**src/rtl/interlaken_metaframe_sync_if.sv**
```systemverilog
// Word bus between the block decoder, the metaframe sync stage and lane deskew.
interface interlaken_metaframe_sync_if;
  localparam int unsigned DATA_W = 64;
  localparam int unsigned HDR_W  = 2;

  logic [DATA_W-1:0] DATA_IN;
  logic [HDR_W-1:0]  HEADER_IN;
  logic              DATA_VALID;
  logic              BLOCK_LOCKED;
  logic [DATA_W-1:0] DATA_OUT;
  logic [HDR_W-1:0]  HEADER_OUT;
  logic              VALID_OUT;
  logic              FRAMING_OUT;
  logic              ALIGNED;
  logic              SYNC_ERR;
  logic              SCRAM_ERR;

  modport master (
    output DATA_IN, HEADER_IN, DATA_VALID, BLOCK_LOCKED,
    input  DATA_OUT, HEADER_OUT, VALID_OUT, FRAMING_OUT, ALIGNED, SYNC_ERR, SCRAM_ERR
  );

  modport slave (
    input  DATA_IN, HEADER_IN, DATA_VALID, BLOCK_LOCKED,
    output DATA_OUT, HEADER_OUT, VALID_OUT, FRAMING_OUT, ALIGNED, SYNC_ERR, SCRAM_ERR
  );
endinterface

```
**src/rtl/interlaken_metaframe_sync.sv**
```systemverilog
// Per-lane Interlaken metaframe delineation: Sync hunt/verify/lock, framing flagging.
// Define INTERLAKEN_DESCRAMBLE_EN to compile in the x^58+x^39+1 frame-synchronous descrambler.
module interlaken_metaframe_sync #(
  parameter int unsigned METAFRAME_LEN = 2048,
  parameter int unsigned SYNC_GOOD_CNT = 4,
  parameter int unsigned SYNC_BAD_CNT  = 4
) (
  input logic                        USER_CLK,
  input logic                        SYSTEM_RESET_N,
  interlaken_metaframe_sync_if.slave bus
);
  localparam int unsigned POS_W = 16;
  localparam int unsigned CNT_W = 4;
  localparam logic [63:0]      SYNC_WORD  = 64'h78F6_78F6_78F6_78F6;
  localparam logic [1:0]       HDR_CTRL   = 2'b10;
  localparam logic [5:0]       STATE_TYPE = 6'b001010;
  localparam logic [POS_W-1:0] POS_LAST   = POS_W'(METAFRAME_LEN - 1);
  localparam logic [CNT_W-1:0] GOOD_TGT   = CNT_W'(SYNC_GOOD_CNT);
  localparam logic [CNT_W-1:0] BAD_TGT    = CNT_W'(SYNC_BAD_CNT);
  localparam logic [CNT_W-1:0] CNT_MAX    = '1;

  typedef enum logic [1:0] {HUNT, VERIFY, LOCKED} state_t;

  state_t           state;
  logic [POS_W-1:0] pos;
  logic [CNT_W-1:0] good_cnt;
  logic [CNT_W-1:0] bad_cnt;

  logic             is_sync;
  logic             is_state;
  logic [POS_W-1:0] pos_next;
  logic [CNT_W-1:0] good_inc;
  logic [CNT_W-1:0] bad_inc;
  logic [63:0]      data_fwd;
  logic             state_mismatch;

  // Word classification and saturating/wrapping counter increments.
  always_comb begin
    is_sync  = (bus.HEADER_IN == HDR_CTRL) && (bus.DATA_IN == SYNC_WORD);
    is_state = (bus.HEADER_IN == HDR_CTRL) && (bus.DATA_IN[63:58] == STATE_TYPE);
    pos_next = (pos == POS_LAST) ? '0 : pos + POS_W'(1);
    good_inc = (good_cnt == CNT_MAX) ? good_cnt : good_cnt + CNT_W'(1);
    bad_inc  = (bad_cnt == CNT_MAX) ? bad_cnt : bad_cnt + CNT_W'(1);
  end

`ifdef INTERLAKEN_DESCRAMBLE_EN
  logic [57:0] lfsr;
  logic [57:0] lfsr_adv;
  logic [63:0] plain;
  logic        fb;
  logic        frame_slot;

  // Slots 0/1 carry framing words: pass them raw and keep the LFSR still.
  always_comb begin
    frame_slot = (pos < POS_W'(2));
    lfsr_adv   = lfsr;
    plain      = bus.DATA_IN;
    fb         = 1'b0;
    for (int i = 63; i >= 0; i--) begin
      fb       = lfsr_adv[57] ^ lfsr_adv[38];
      plain[i] = bus.DATA_IN[i] ^ fb;
      lfsr_adv = {lfsr_adv[56:0], fb};
    end
    data_fwd       = frame_slot ? bus.DATA_IN : plain;
    state_mismatch = (bus.DATA_IN[57:0] != lfsr);
  end

  always_ff @(posedge USER_CLK or negedge SYSTEM_RESET_N) begin
    if (!SYSTEM_RESET_N) begin
      lfsr <= '0;
    end else if (bus.BLOCK_LOCKED && bus.DATA_VALID) begin
      if (state != HUNT && pos == POS_W'(1) && is_state) begin
        lfsr <= bus.DATA_IN[57:0];
      end else if (!frame_slot) begin
        lfsr <= lfsr_adv;
      end
    end
  end
`else
  always_comb begin
    data_fwd       = bus.DATA_IN;
    state_mismatch = 1'b0;
  end
`endif

  // Framing FSM with registered forwarding path and error pulses.
  always_ff @(posedge USER_CLK or negedge SYSTEM_RESET_N) begin
    if (!SYSTEM_RESET_N) begin
      state           <= HUNT;
      pos             <= '0;
      good_cnt        <= '0;
      bad_cnt         <= '0;
      bus.DATA_OUT    <= '0;
      bus.HEADER_OUT  <= '0;
      bus.VALID_OUT   <= 1'b0;
      bus.FRAMING_OUT <= 1'b0;
      bus.ALIGNED     <= 1'b0;
      bus.SYNC_ERR    <= 1'b0;
      bus.SCRAM_ERR   <= 1'b0;
    end else begin
      bus.SYNC_ERR  <= 1'b0;
      bus.SCRAM_ERR <= 1'b0;
      if (!bus.BLOCK_LOCKED) begin
        state           <= HUNT;
        pos             <= '0;
        good_cnt        <= '0;
        bad_cnt         <= '0;
        bus.VALID_OUT   <= 1'b0;
        bus.FRAMING_OUT <= 1'b0;
        bus.ALIGNED     <= 1'b0;
      end else if (bus.DATA_VALID) begin
        bus.DATA_OUT    <= data_fwd;
        bus.HEADER_OUT  <= bus.HEADER_IN;
        bus.VALID_OUT   <= (state == LOCKED);
        bus.FRAMING_OUT <= is_sync || is_state;
        pos             <= pos_next;
        case (state)
          HUNT: begin
            if (is_sync) begin
              state    <= VERIFY;
              pos      <= POS_W'(1);
              good_cnt <= CNT_W'(1);
            end else begin
              pos <= '0;
            end
          end
          VERIFY: begin
            if (pos == POS_W'(1) && !is_state) begin
              state    <= HUNT;
              pos      <= '0;
              good_cnt <= '0;
            end else if (pos == '0) begin
              if (is_sync) begin
                good_cnt <= good_inc;
                if (good_inc >= GOOD_TGT) begin
                  state       <= LOCKED;
                  bad_cnt     <= '0;
                  bus.ALIGNED <= 1'b1;
                end
              end else begin
                state    <= HUNT;
                pos      <= '0;
                good_cnt <= '0;
              end
            end
          end
          LOCKED: begin
            if (pos == '0) begin
              if (is_sync) begin
                bad_cnt <= '0;
              end else begin
                bus.SYNC_ERR <= 1'b1;
                bad_cnt      <= bad_inc;
                if (bad_inc >= BAD_TGT) begin
                  state       <= HUNT;
                  pos         <= '0;
                  good_cnt    <= '0;
                  bus.ALIGNED <= 1'b0;
                end
              end
            end else if (pos == POS_W'(1) && (!is_state || state_mismatch)) begin
              bus.SCRAM_ERR <= 1'b1;
            end
          end
          default: state <= HUNT;
        endcase
      end else begin
        bus.VALID_OUT   <= 1'b0;
        bus.FRAMING_OUT <= 1'b0;
      end
    end
  end
endmodule

```
**src/flat_wrapper.sv**
```systemverilog
// flat-port wrapper written by rule: the top's interface ports become plain ports
module interlaken_metaframe_sync_flat 
#(
  parameter int unsigned METAFRAME_LEN = 2048,
  parameter int unsigned SYNC_GOOD_CNT = 4,
  parameter int unsigned SYNC_BAD_CNT  = 4
)
  (USER_CLK, SYSTEM_RESET_N, bus_DATA_IN, bus_HEADER_IN, bus_DATA_VALID, bus_BLOCK_LOCKED, bus_DATA_OUT, bus_HEADER_OUT, bus_VALID_OUT, bus_FRAMING_OUT, bus_ALIGNED, bus_SYNC_ERR, bus_SCRAM_ERR);
  interlaken_metaframe_sync_if bus_i ();
  input logic USER_CLK;
  input logic SYSTEM_RESET_N;
  input wire logic [$bits(bus_i.DATA_IN)-1:0] bus_DATA_IN;
  input wire logic [$bits(bus_i.HEADER_IN)-1:0] bus_HEADER_IN;
  input wire logic [$bits(bus_i.DATA_VALID)-1:0] bus_DATA_VALID;
  input wire logic [$bits(bus_i.BLOCK_LOCKED)-1:0] bus_BLOCK_LOCKED;
  output wire logic [$bits(bus_i.DATA_OUT)-1:0] bus_DATA_OUT;
  output wire logic [$bits(bus_i.HEADER_OUT)-1:0] bus_HEADER_OUT;
  output wire logic [$bits(bus_i.VALID_OUT)-1:0] bus_VALID_OUT;
  output wire logic [$bits(bus_i.FRAMING_OUT)-1:0] bus_FRAMING_OUT;
  output wire logic [$bits(bus_i.ALIGNED)-1:0] bus_ALIGNED;
  output wire logic [$bits(bus_i.SYNC_ERR)-1:0] bus_SYNC_ERR;
  output wire logic [$bits(bus_i.SCRAM_ERR)-1:0] bus_SCRAM_ERR;
  assign bus_i.DATA_IN = bus_DATA_IN;
  assign bus_i.HEADER_IN = bus_HEADER_IN;
  assign bus_i.DATA_VALID = bus_DATA_VALID;
  assign bus_i.BLOCK_LOCKED = bus_BLOCK_LOCKED;
  assign bus_DATA_OUT = bus_i.DATA_OUT;
  assign bus_HEADER_OUT = bus_i.HEADER_OUT;
  assign bus_VALID_OUT = bus_i.VALID_OUT;
  assign bus_FRAMING_OUT = bus_i.FRAMING_OUT;
  assign bus_ALIGNED = bus_i.ALIGNED;
  assign bus_SYNC_ERR = bus_i.SYNC_ERR;
  assign bus_SCRAM_ERR = bus_i.SCRAM_ERR;
  interlaken_metaframe_sync #(.METAFRAME_LEN(METAFRAME_LEN), .SYNC_GOOD_CNT(SYNC_GOOD_CNT), .SYNC_BAD_CNT(SYNC_BAD_CNT)) u_core (.USER_CLK(USER_CLK), .SYSTEM_RESET_N(SYSTEM_RESET_N), .bus(bus_i));
endmodule
```
**config.mk**
```make
export PLATFORM = sky130hd
export DESIGN_NAME = interlaken_metaframe_sync_flat
export DESIGN_NICKNAME = d
export VERILOG_FILES = /design/src/rtl/interlaken_metaframe_sync_if.sv /design/src/rtl/interlaken_metaframe_sync.sv /design/src/flat_wrapper.sv
export SDC_FILE = /design/constraint.sdc
export NUM_CORES = 1
export LEC_CHECK = 0
export BUFFER_PORTS_ARGS = -buffer_cell sky130_fd_sc_hd__buf_2
export CAP_MARGIN = 5
export CORE_ASPECT_RATIO = 1.5
export CORE_MARGIN = 3
export CORE_UTILIZATION = 52
export DETAILED_ROUTE_END_ITERATION = 7
export MAX_ROUTING_LAYER = met4
export PLACE_DENSITY = 0.89
export SLEW_MARGIN = 5
export SYNTH_ARGS = -nofsm -noshare
export SYNTH_HDL_FRONTEND = slang
export SYNTH_SLANG_ARGS = --single-unit
```
**constraint.sdc**
```tcl
create_clock -name USER_CLK -period 3 [get_ports USER_CLK]
set_input_delay 0.9 -clock USER_CLK [delete_from_list [all_inputs] [get_ports USER_CLK]]
set_output_delay 0.9 -clock USER_CLK [all_outputs]
set_load 0.01 [all_outputs]
```
* Word level (Yosys, flattened, before mapping)
Index checks and enable logic that the tools add are counted.
Operators by class: equality and inequality tests 22, magnitude comparators 2, mux-type cells 67, reductions and logical operators 12, $add $sub $neg 3
Operator list (count):
- $mux W16 | 9
- $mux W4 | 19
- $eq A64 B63 Y1 const B | 1
- $pmux W16 S3 | 1
- $mux W1 | 24
- $reduce_and A7 Y1 | 3
- $mux W2 | 10
- $add A16 B1 Y16 const B | 1
- $eq A16 B1 Y1 const B | 1
- $eq A16 B11 Y1 const B | 1
- $logic_not A16 Y1 | 1
- $ne A3 B2 Y1 const B | 4
- $ne A3 B3 Y1 const B | 4
- $pmux W4 S3 | 1
- $reduce_and A9 Y1 | 1
- $add A4 B1 Y4 const B | 2
- $eq A4 B4 Y1 const B | 2
- $ge A4 B3 Y1 const B | 2
- $pmux W4 S2 | 1
- $eq A6 B4 Y1 const B | 1
- $pmux W2 S3 | 1
- $ne A5 B5 Y1 const B | 1
- $eq A2 B2 Y1 const B | 2
- $ne A4 B1 Y1 const B | 1
- 10 further kinds | 12
Word-level totals: register bits 97

* Logic depth before layout (Yosys ltp)
depth after elaboration 10, mapped depth 10, mapped depth without buffers 8

* Worst setup path before layout
No wires, ideal clock.
kind input to register, start input port bus_DATA_IN[19], end register u_core.good_cnt[1], path slack 0.039 ns, data arrival time 2.880 ns, buffers on the path 1, cell stages on the path 8, cell sequence or4b_1 > nor4_2 > and4_1 > buf_6 > a41oi_4 > or3_4 > or3_1 > o211ai_2
Between the ends: cells in the longest elaborated chain, start to end 8, elaborated cells between the ends (all ways) 11
Ends and longest elaborated chain:
- from (decl) | line flat_wrapper.sv:12 | input wire logic [$bits(bus_i.DATA_IN)-1:0] bus_DATA_IN;
- $eq A64 B63 Y1 * | line interlaken_metaframe_sync.sv:39 | is_sync = (bus.HEADER_IN == HDR_CTRL) && (bus.DATA_IN == SYNC_WORD);
- $logic_and A1 B1 Y1 * | line interlaken_metaframe_sync.sv:39
- $mux W4 | line interlaken_metaframe_sync.sv:133 | if (is_sync) begin
- $mux W4 | line interlaken_metaframe_sync.sv:132 | end else if (pos == '0) begin
- $mux W4 | line interlaken_metaframe_sync.sv:128 | if (pos == POS_W'(1) && !is_state) begin
- $pmux W4 S3 | line interlaken_metaframe_sync.sv:117 | case (state)
- $mux W4 | line interlaken_metaframe_sync.sv:111 | end else if (bus.DATA_VALID) begin
- $mux W4 | line interlaken_metaframe_sync.sv:103 | if (!bus.BLOCK_LOCKED) begin
- to (signal assigned) | line interlaken_metaframe_sync.sv:134 | good_cnt <= good_inc;
- to (decl) | line interlaken_metaframe_sync.sv:26 | logic [CNT_W-1:0] good_cnt;
Every way passes the cells marked *; elsewhere a longest branch is shown, timed or not. The select of a mux whose other input is x is not followed. A chain may end at the register's enable or synchronous reset.

* Final worst setup path
Ends and elaborated chain as after synthesis.

==> out/qor.csv <==
stage,metric,value,unit
grt,first_global_vias,4548,
cts,cts_max_path_buffers,2,
synth,synthTopCellsByArea,"dfrtp_1 (50%), mux2_2 (16%), ha_1 (2.6%), nand4b_1 (2.0%), nand4_1 (1.7%)",
power,p_leak,0.00294,µW
synth,syn_area,4850,µm²
setup_path,r2r_cells,8,
cells_and_area,drive_gt1_frac,0.462,
cts,clk_pin_slew,0.06,ns
floorplan,dieArea,10600,µm²
synth,yosys.area.top_type,dfrtp_1,
synth,synthMuxAreaShare,0.160,
setup_path,cp_max_fo,6,
setup_path,crit_slowest_cell,or4b_1,
timing,slew_violations,0,
timing,relSlewSlack,0.582,
timing,fin_hold_ws,0.505,ns
cts,cts_root_buf,clkbuf_16,
timing,rsz0062_at_grt,false,
synth,synth_fa_ha_area_frac,0.0258,
routing,vias,4247,
placement,dpl_cell_area,5910,µm²
setup_path,cp-start-kind,primary input,
timing,hold_viol,0,
timing,finalSetupTns,0,ns
floorplan,core-area,8990,µm²
floorplan,die_h,124,µm
cts,worstSkewPairLatency,0.34,ns
placement,place.gp.congestion,0.913,
synth,synthArstFlopShare,1.00,
setup_path,worstSetupPathType,primary input to flop,
floorplan,num_io_pins,141,
placement,dp_slack,-0.331,ns
synth,synth.avg_cell_area,11.8,µm²
synth,ys_ff_latch,97,
timing,skew,0.00597,ns
setup_path,cp.arrival,3.17,ns
grt,grt_pass1_wl,21800,µm
cells_and_area,layout_commonest_cell,buf_2,
cts,hold_buffers,0,
routing,drtAntennaViolNets,0,
synth,synthFlopType,dfrtp_1,
min_path,hold_class,flop to flop,
timing,setup_viol,0,
routing,dr.pass1.iters,5,
run,cap_viol_max_count,0,
setup_path,path_depth,8,
synth,yosysWarnings,0,
cts,htreeDepth,3,
cells_and_area,final_nets,659,
outcome,outcome,"complete, no violations",
placement,dp.cells,678,
cells_and_area,final_cells,694,
setup_path,crit_family,simple AND/OR/NAND/NOR gates,
synth,synth-seq-area-share,0.500,
synth,synth.distinct_cells,59,
synth,synthCells,411,
cells_and_area,post-route-cell-area,6210,µm²
grt,antenna_found_initial,0,
cts,cts_tree,yes,
setup_path,worst-path-buf-inv,1,
cts,cts_buffers,9,
grt,grt_usage,0.267,
synth,syn_nets,491,
routing,viasPerCell,6.12,
grt,grt_max_degree,68,
timing,setup_ws,0.0858,ns
timing,period_minus_slack,2.91,ns
routing,wl,13400,µm
synth,synth-simple-area-share,0.181,
routing,route.detailed.drc,0,
setup_path,slowest_delay,0.55,ns
timing,tightest_slew,0.625,ns
cts,clock_sinks,97,
timing,max_freq,343,MHz
floorplan,die_w,84.9,µm
floorplan,rows,42,
grt,overflow,0,
synth,synth_top_family_by_area,simple AND/OR/NAND/NOR gates,
setup_path,worstSetupEndpointType,flop,
placement,port_buffers,140,
routing,wl_per_cell,19.4,µm
setup_path,path_cells,"buf_2, or4b_1, nor4_2, and4_4, a41oi_4, or3_4, or3_1, o211ai_2",
timing,fin_crit_sh,0.971,
placement,hpwl,10200,µm
synth,yosysTopAreaCellShare,0.500,
power,peakVddDrop,0.426,mV
cts,cts_setup_buffers,0,
synth,synth-compound-area-share,0.102,
setup_path,cp.required,3.26,ns
synth,synth_xor_area_frac,0.00722,
floorplan,floorplan.initialDensity,0.540,
routing,drtIter0Drc,213,
min_path,whs_path_depth,1,
cells_and_area,syn_to_final_growth,27.8,%
power,power_per_cell_area,521,nW/µm²
synth,synth_edf_count,0,
cells_and_area,diodes,0,
cells_and_area,most-common-layout-cells,"buf_2 (139), dfrtp_1 (97), mux2_2 (67)",
Yosys cell counts, types with 2 or more instances:
cell type / instances
nor2_1: 15
a21oi_1: 9
dfrtp_1: 97
clkbuf_1: 7
mux2_2: 67
o21ai_0: 7
buf_2: 3
nand4bb_1: 3
o21a_1: 2
nand4b_1: 11
and3_1: 6
nand4_1: 13
nor4_1: 8
nor2b_1: 3
mux2i_1: 2
or4bb_1: 3
and2_1: 5
nor3_1: 12
a22o_1: 9
a31oi_1: 2
nor4b_1: 4
nor3b_1: 2
and4_1: 3
nand3_1: 12
o211a_1: 2
xnor2_1: 4
nand3b_1: 2
or4b_1: 2
o21bai_1: 3
or4b_2: 2
a21o_1: 8
ha_1: 10
inv_1: 9
nand2_1: 20
buf_1: 4
or3_1: 4
o21ai_1: 2
a211oi_1: 4
o31ai_1: 9
or2_2: 2
power by group:
part	total, µW	switching (µW)	leakage [µW]	internal [µW]
Clock	1110	512	0.000141	595
Combinational	603	312	0.00159	291
Sequential	1520	77.3	0.00121	1440
worst reg2reg max path, cell delays in order, from the launching register on:
cell and delay (ns):
dfrtp_1 0.45, nor4_1 0.36, nand4_1 0.25, or3_1 0.44, a211oi_1 0.20, o21a_1 0.22
nor2_2 0.08, buf_12 0.15, a221o_1 0.29
final timing paths:
check	slack [ns]	end	start
setup / recovery	0.09	u_core.good_cnt[1]	bus_DATA_IN[19]
hold / removal	0.50	u_core.bus.DATA_OUT[59]	u_core.bus.DATA_OUT[59]
setup reg to reg	0.47	u_core.pos[3]	u_core.pos[2]
hold reg to reg	0.50	u_core.bus.DATA_OUT[59]	u_core.bus.DATA_OUT[59]
max in group asynchronous	1.80	u_core.state[0]	SYSTEM_RESET_N
min in group asynchronous	0.51	u_core.pos[7]	SYSTEM_RESET_N
cell type report:
type | count | area, µm²
Inverter | 9 | 33.8
Clock buffer | 10 | 239
Tap cell | 110 | 138
Sequential cell | 97 | 2430
Multi-Input combinational cell | 289 | 2320
Timing Repair Buffer | 173 | 1000
Clock inverter | 6 | 50.0
Fill cell | 620 | 2780
flip-flops by register name (all words and copies together), names as in the netlist, 2 cells and up:
signal,cells
u_core.good_cnt,4
u_core.bus.HEADER_OUT,2
u_core.pos,16
u_core.bus.DATA_OUT,64
u_core.state,2
u_core.bad_cnt,4
routing by layer:
| metal | routed length (µm) | track usage | up-vias |
|---|---|---|---|
| met5 | 0 | - | - |
| met4 | 637 | 0.144 | 0 |
| met3 | 945 | 0.0576 | 49 |
| met2 | 7050 | 0.457 | 220 |
| met1 | 4810 | 0.282 | 2084 |
| li1 | - | - | 1894 |
cells by family (layout without fill, tap and decap cells):
family / Yosys count / count (layout)
AO/OA/AOI/OAI: 66 / 66
flip-flops: 97 / 97
buffers and inverters: 25 / 198
adder cells (fa/ha/maj): 10 / 10
AND/OR/NAND/NOR: 140 / 140
XOR/XNOR: 4 / 4
multiplexers: 69 / 69
timing repair:
action	4_1_cts	5_1_grt
gates resized for setup	0	2
endpoints found under the setup margin	0	6
hold endpoints to repair	0	0
through the flow:
step	total power [µW]	utilization
floorplan	1820	-
global placement	2110	0.658
detailed placement	2140	0.658
CTS	3250	0.690
global route	3360	0.691
finish	3230	0.691
(Power assumes the default switching activity.)
